===== config.mk =====
export PLATFORM = sky130hd
export DESIGN_NAME = snake_head_stepper_flat
export DESIGN_NICKNAME = d
export VERILOG_FILES = /design/src/rtl/snake_head_stepper_pkg.sv /design/src/rtl/snake_head_stepper_if.sv /design/src/rtl/snake_head_stepper_step_timer.sv /design/src/rtl/snake_head_stepper.sv /design/src/flat_wrapper.sv
export SDC_FILE = /design/constraint.sdc
export NUM_CORES = 1
export LEC_CHECK = 0
export CAP_MARGIN = 20
export CELL_PAD_IN_SITES_DETAIL_PLACEMENT = 2
export CELL_PAD_IN_SITES_GLOBAL_PLACEMENT = 2
export CORE_MARGIN = 10
export CORE_UTILIZATION = 32
export DETAILED_ROUTE_END_ITERATION = 10
export PLACE_DENSITY = 0.8
export SLEW_MARGIN = 20
export SYNTH_ARGS = -nofsm -noshare
export SYNTH_HDL_FRONTEND = slang
export SYNTH_SLANG_ARGS = --single-unit
export TNS_END_PERCENT = 100

===== constraint.sdc =====
create_clock -name clk -period 2.4 [get_ports clk]
set_clock_uncertainty 0.1 [all_clocks]
set_input_delay 0.24 -clock clk [delete_from_list [all_inputs] [get_ports clk]]
set_output_delay 0.24 -clock clk [all_outputs]
set_load 0.02 [all_outputs]

===== src/rtl/snake_head_stepper_pkg.sv =====
// Shared snake-game direction encoding and helpers, reused by button capture,
// head stepping and body logic.
package snake_pkg;

  typedef logic [2:0] dir_t;

  localparam dir_t DIR_UP    = 3'd1;
  localparam dir_t DIR_RIGHT = 3'd2;
  localparam dir_t DIR_DOWN  = 3'd3;
  localparam dir_t DIR_LEFT  = 3'd4;
  localparam dir_t DIR_RESET = DIR_RIGHT;

  // Invalid codes map to 0, which never matches a legal request.
  function automatic dir_t opposite_dir(input dir_t d);
    case (d)
      DIR_UP:    return DIR_DOWN;
      DIR_DOWN:  return DIR_UP;
      DIR_RIGHT: return DIR_LEFT;
      DIR_LEFT:  return DIR_RIGHT;
      default:   return 3'd0;
    endcase
  endfunction

  function automatic logic dir_legal(input dir_t d);
    return (d >= DIR_UP) && (d <= DIR_LEFT);
  endfunction

endpackage


===== src/rtl/snake_head_stepper_if.sv =====
// Direction request in, head position and step strobes out.
interface snake_head_stepper_if #(
  parameter int X_BITS = 5,
  parameter int Y_BITS = 5
) ();
  logic [2:0]        dir_in;
  logic              enable;
  logic [X_BITS-1:0] head_x;
  logic [Y_BITS-1:0] head_y;
  logic [2:0]        cur_dir;
  logic              step_valid;
  logic              wrapped;

  modport master (
    output dir_in, enable,
    input  head_x, head_y, cur_dir, step_valid, wrapped
  );

  modport slave (
    input  dir_in, enable,
    output head_x, head_y, cur_dir, step_valid, wrapped
  );
endinterface


===== src/rtl/snake_head_stepper_step_timer.sv =====
// Game-tick divider: counts enabled cycles and strobes on the last one.
module step_timer #(
  parameter int TICK_DIV = 25_000_000
) (
  input  logic clk,
  input  logic resetn,
  input  logic enable,
  output logic tick
);
  localparam int CNT_W = (TICK_DIV > 2) ? $clog2(TICK_DIV) : 1;
  localparam logic [CNT_W-1:0] LAST = CNT_W'(TICK_DIV - 1);

  logic [CNT_W-1:0] cnt;

  // Strobe is combinational so the head updates on the same edge that clears cnt.
  assign tick = enable && (cnt == LAST);

  always_ff @(posedge clk or negedge resetn) begin
    if (!resetn) begin
      cnt <= '0;
    end else if (enable) begin
      cnt <= tick ? '0 : cnt + CNT_W'(1);
    end
  end
endmodule


===== src/rtl/snake_head_stepper.sv =====
// Advances the snake head one grid cell per game tick, filtering illegal and
// reversing direction requests and wrapping at the grid edges.
module snake_head_stepper
  import snake_pkg::*;
#(
  parameter int GRID_W   = 32,
  parameter int GRID_H   = 24,
  parameter int X_BITS   = 5,
  parameter int Y_BITS   = 5,
  parameter int TICK_DIV = 25_000_000,
  parameter int START_X  = 4,
  parameter int START_Y  = 12
) (
  input  logic                 clk,
  input  logic                 resetn,
  snake_head_stepper_if.slave  bus
);
  localparam logic [X_BITS-1:0] X_MAX = X_BITS'(GRID_W - 1);
  localparam logic [Y_BITS-1:0] Y_MAX = Y_BITS'(GRID_H - 1);

  logic              tick;
  dir_t              cur_dir, pending_dir, ref_dir;
  logic              dir_ok;
  logic [X_BITS-1:0] head_x, nx;
  logic [Y_BITS-1:0] head_y, ny;
  logic              nwrap;
  logic              step_valid, wrapped;

  step_timer #(.TICK_DIV(TICK_DIV)) u_step_timer (
    .clk    (clk),
    .resetn (resetn),
    .enable (bus.enable),
    .tick   (tick)
  );

  // On a step edge the reversal check is against the direction being committed.
  always_comb begin
    ref_dir = tick ? pending_dir : cur_dir;
    dir_ok  = dir_legal(bus.dir_in) && (bus.dir_in != opposite_dir(ref_dir));
  end

  always_comb begin
    nx    = head_x;
    ny    = head_y;
    nwrap = 1'b0;
    case (pending_dir)
      DIR_UP: begin
        if (head_y == '0) begin ny = Y_MAX; nwrap = 1'b1; end
        else ny = head_y - Y_BITS'(1);
      end
      DIR_DOWN: begin
        if (head_y == Y_MAX) begin ny = '0; nwrap = 1'b1; end
        else ny = head_y + Y_BITS'(1);
      end
      DIR_RIGHT: begin
        if (head_x == X_MAX) begin nx = '0; nwrap = 1'b1; end
        else nx = head_x + X_BITS'(1);
      end
      DIR_LEFT: begin
        if (head_x == '0) begin nx = X_MAX; nwrap = 1'b1; end
        else nx = head_x - X_BITS'(1);
      end
      default: ;
    endcase
  end

  always_ff @(posedge clk or negedge resetn) begin
    if (!resetn) begin
      head_x      <= X_BITS'(START_X);
      head_y      <= Y_BITS'(START_Y);
      cur_dir     <= DIR_RESET;
      pending_dir <= DIR_RESET;
      step_valid  <= 1'b0;
      wrapped     <= 1'b0;
    end else begin
      if (dir_ok) pending_dir <= bus.dir_in;
      step_valid <= tick;
      wrapped    <= tick && nwrap;
      if (tick) begin
        cur_dir <= pending_dir;
        head_x  <= nx;
        head_y  <= ny;
      end
    end
  end

  assign bus.head_x     = head_x;
  assign bus.head_y     = head_y;
  assign bus.cur_dir    = cur_dir;
  assign bus.step_valid = step_valid;
  assign bus.wrapped    = wrapped;
endmodule

===== src/flat_wrapper.sv =====
// flat-port wrapper written by rule: the top's interface ports become plain ports
module snake_head_stepper_flat import snake_pkg::*;
#(
  parameter int GRID_W   = 32,
  parameter int GRID_H   = 24,
  parameter int X_BITS   = 5,
  parameter int Y_BITS   = 5,
  parameter int TICK_DIV = 25_000_000,
  parameter int START_X  = 4,
  parameter int START_Y  = 12
)
  (clk, resetn, bus_dir_in, bus_enable, bus_head_x, bus_head_y, bus_cur_dir, bus_step_valid, bus_wrapped);
  snake_head_stepper_if #(.X_BITS(X_BITS), .Y_BITS(Y_BITS)) bus_i ();
  input  logic clk;
  input  logic resetn;
  input wire logic [$bits(bus_i.dir_in)-1:0] bus_dir_in;
  input wire logic [$bits(bus_i.enable)-1:0] bus_enable;
  output wire logic [$bits(bus_i.head_x)-1:0] bus_head_x;
  output wire logic [$bits(bus_i.head_y)-1:0] bus_head_y;
  output wire logic [$bits(bus_i.cur_dir)-1:0] bus_cur_dir;
  output wire logic [$bits(bus_i.step_valid)-1:0] bus_step_valid;
  output wire logic [$bits(bus_i.wrapped)-1:0] bus_wrapped;
  assign bus_i.dir_in = bus_dir_in;
  assign bus_i.enable = bus_enable;
  assign bus_head_x = bus_i.head_x;
  assign bus_head_y = bus_i.head_y;
  assign bus_cur_dir = bus_i.cur_dir;
  assign bus_step_valid = bus_i.step_valid;
  assign bus_wrapped = bus_i.wrapped;
  snake_head_stepper #(.GRID_W(GRID_W), .GRID_H(GRID_H), .X_BITS(X_BITS), .Y_BITS(Y_BITS), .TICK_DIV(TICK_DIV), .START_X(START_X), .START_Y(START_Y)) u_core (.clk(clk), .resetn(resetn), .bus(bus_i));
endmodule

==> reports/summary.txt <==
antenna violations before repair = 0
CP max stage delay = 550 ps
worst hold start = u_core.u_step_timer.cnt[4]$_DFFE_PN0P_
fin util = 43.9%
number of global-route vias before repair = 2490
H-Tree Depth = 2
Worst Reg2Reg Path Length in Cells = 6
FP Rows = 31
RR Endpoint = u_core.pending_dir[0]$_DFFE_PN0P_
Clk Latency, worst-skew pair = 310 ps
CP cell instances = or4b_1 -> or4_4 -> or3_4 -> mux2_4 -> a31oi_1 -> o211a_1
ratio of final minimum period to clock period = 114%
commonest cells after routing, fill and taps aside = 38 x dfrtp_1, 26 x nor2_1, 24 x nand2_1
leakage power = 1.35 nW
area share of the largest cell type after synthesis = 39.1%
final setup margin = -345 ps
run status = complete, but fails checks
pwr dens = 506 mW/mm^2
unrepaired setup endpoints after global routing = true
WHS = 386 ps
ys async rst share = 100%
pre-CTS WS = -242 ps
die height = 107 um
HPWL after DPL = 5.19 mm
Final Setup Violations = 28
NetSw = 0.000500 W
crit path kind = reg -> reg
count of antenna-violating nets left after detailed routing = 0
global-route wire length before repair = 12.5 mm
total grt overflow = 0
max cap viols = 0
Max Fclk = 364 MHz
Slowest-stage cell, CP = or4b_1
CP endpoint kind = register
nets = 331
Post-Syn Nets = 280
starting density of the core = 33.2%
Mean Syn Cell Area = 9.07 sq um
via count = 2250
die outline area = 0.0115 sq mm
Placer Congestion = 0.770
Clock power frac = 29.3%
CP arrival = 2880 ps
peak supply drop = 0.372 mV
Core Box Area = 0.00733 sq mm
fin crit period = 2740 ps
violated checks = negative setup slack
Top Ports = 21
Synth Register Bits = 43
relative slew slack = 60.6%
Tightest Hold Check Type = reg -> reg
Placed Instance Area = 0.00290 sq mm
switch share = 30.8%
commonest non-fill, non-tap cell in the layout = dfrtp_1
1st-iter DRT viols = 54
maximum number of pins on one net before global-route repair = 44
Die X-Extent = 107 um
Final Cell Area = 0.00322 sq mm
CTS tree = done
WHS Path Cells = 1
Hold Path End = u_core.u_step_timer.cnt[4]$_DFFE_PN0P_
Buffers & Inverters on Critical Path = 0
fin. max-slew vios = 0
Worst R2R Start = u_core.u_step_timer.cnt[10]$_DFFE_PN0P_
number of flops mapped to enable cells by yosys = 0
n_diodes = 0
WL final = 7.78 mm
clk buf depth = 2
CP max FO = 4
R2R setup slack = -340 ps
CP startpoint kind = register
P_int = 0.00113 W
post-synthesis cell count = 268
Post-route DRC = 0
root buf cell = clkbuf_8
Area growth, synth to finish = 32.3%
total CTS buffers = 5
Top FF cell, synth = dfrtp_1
Warnings, synthesis = 0
clock slew at reported path FFs = 90 ps
gr usage total = 13.3%
port bufs = 20
Synth area leader = dfrtp_1
WP data required = 2540 ps
drt wl/cell = 18.6 um
top cells by area, synth = dfrtp_1 39%, xnor2_1 6.1%, dfstp_2 5.4%
Flop pwr share = 52.4%
routed vias/inst = 5.37
clk sink count = 43
Pre-antenna DRT Iters = 4
Tightest Pin Transition = 591 ps
Synth Cell Area = 0.00243 sq mm
post-synthesis sequential area ratio = 44.5%
Crit path max-delay family = simple AND/OR/NAND/NOR gates
Final Hold Fails = 0
Gate power share = 18.3%
post-synth cell types = 43
share of layout cells above drive strength 1 = 25.0%
==> layer usage <==
layer | track usage [%] | routed length (um)
met1 | 14.6 | 3090
met2 | 25.3 | 4340
met3 | 2.99 | 269
met4 | 2.90 | 86
met5 | 0 | 0
==> logic make-up (layout without fill, tap and decap cells) <==
kind of cell    Yosys count  in the layout  share of synthesized area, %
simple gates            122            123                          25.5
compound gates           46             46                          11.4
flops                    43             43                          44.5
xor+xnor                 25             25                          9.01
buf+inv                  18             69                          2.88
mux                       8              8                          3.65
fa+ha+maj                 6              6                          3.09
==> power by group through the flow <==
stage / Combinational [W] / Clock (W) / Sequential (W)
after floorplan: 0.000174 / 0 / 0.000841
after global placement: 0.000251 / 0 / 0.000853
after detailed placement: 0.000267 / 0 / 0.000858
after CTS: 0.000279 / 0.000493 / 0.000847
after global routing: 0.000337 / 0.000526 / 0.000862
final: 0.000298 / 0.000476 / 0.000852
==> cell usage after synthesis, types with 2 or more instances <==
cell type   n
a211oi_1    2
a21oi_1     8
a31oi_1     2
and2_1      3
and3_1      4
and4_1      4
buf_2       2
clkbuf_1    5
dfrtp_1    38
dfstp_2     5
ha_1        6
inv_1      10
mux2_2      7
nand2_1    26
nand2b_1    5
nand3_1    17
nand4_1     7
nor2_1     30
nor2b_1     2
nor3_1     11
nor4_1      3
o21ai_0    22
o22ai_1     2
o31ai_1     2
or3_1       3
or3b_2      2
xnor2_1    17
xor2_1      8
==> worst reg2reg max path: stages, from the launching register on <==
cell,delay (ps)
dfrtp_1,420
or4b_1,550
or4_4,490
or3_4,380
mux2_4,340
a31oi_1,220
o211a_1,180
==> sequential cells by signal (all words and copies together), names as in the netlist <==
name and count:
u_core.bus.head_x 5, u_core.bus.cur_dir 3, u_core.bus.head_y 5, u_core.pending_dir 3, u_core.bus.step_valid 1, u_core.u_step_timer.cnt 25
u_core.bus.wrapped 1
==> worst max-delay path by stage <==
stage	from	endpoint	slack, ps	cells after the start
after global placement	u_core.u_step_timer.cnt[10]$_DFFE_PN0P_	u_core.pending_dir[1]$_DFFE_PN1P_	-150	6
after global routing	u_core.u_step_timer.cnt[10]$_DFFE_PN0P_	u_core.pending_dir[0]$_DFFE_PN0P_	-370	6
final	u_core.u_step_timer.cnt[10]$_DFFE_PN0P_	u_core.pending_dir[0]$_DFFE_PN0P_	-340	6
after CTS	u_core.u_step_timer.cnt[10]$_DFFE_PN0P_	u_core.pending_dir[0]$_DFFE_PN0P_	-210	6
after floorplan	u_core.u_step_timer.cnt[10]$_DFFE_PN0P_	u_core.pending_dir[0]$_DFFE_PN0P_	-140	7
after detailed placement	u_core.u_step_timer.cnt[10]$_DFFE_PN0P_	u_core.bus.head_x[4]$_DFFE_PN0P_	-240	6
==> area by class of cell <==
type | instances | area (sq um)
multi-input cells | 208 | 1420
well taps | 99 | 124
clock buffers | 5 | 68.8
clock inverters | 3 | 20.0
flip-flops and latches | 43 | 1080
fillers | 794 | 4120
repair buffers | 51 | 460
inverters | 10 | 37.5
==> repair_timing <==
action,in CTS,in global routing
cloned,0,1
endpoints found under the hold margin,38,0
gates resized for setup,18,33
hold buffers,1,0
endpoints found under the setup margin,24,24
setup buffers,4,5
pin swaps,5,10
==> through the flow <==
| stage | power (W) | instances | TNS (ps) |
|---|---|---|---|
| final | 0.00163 | 419 | -3420 |
| after floorplan | 0.00101 | 268 | -1440 |
| after detailed placement | 0.00113 | 402 | -2980 |
| after global routing | 0.00172 | 419 | -4910 |
| after global placement | 0.00110 | 402 | -1390 |
| after CTS | 0.00162 | 415 | -1700 |
Power figures use the tool's default switching activity.
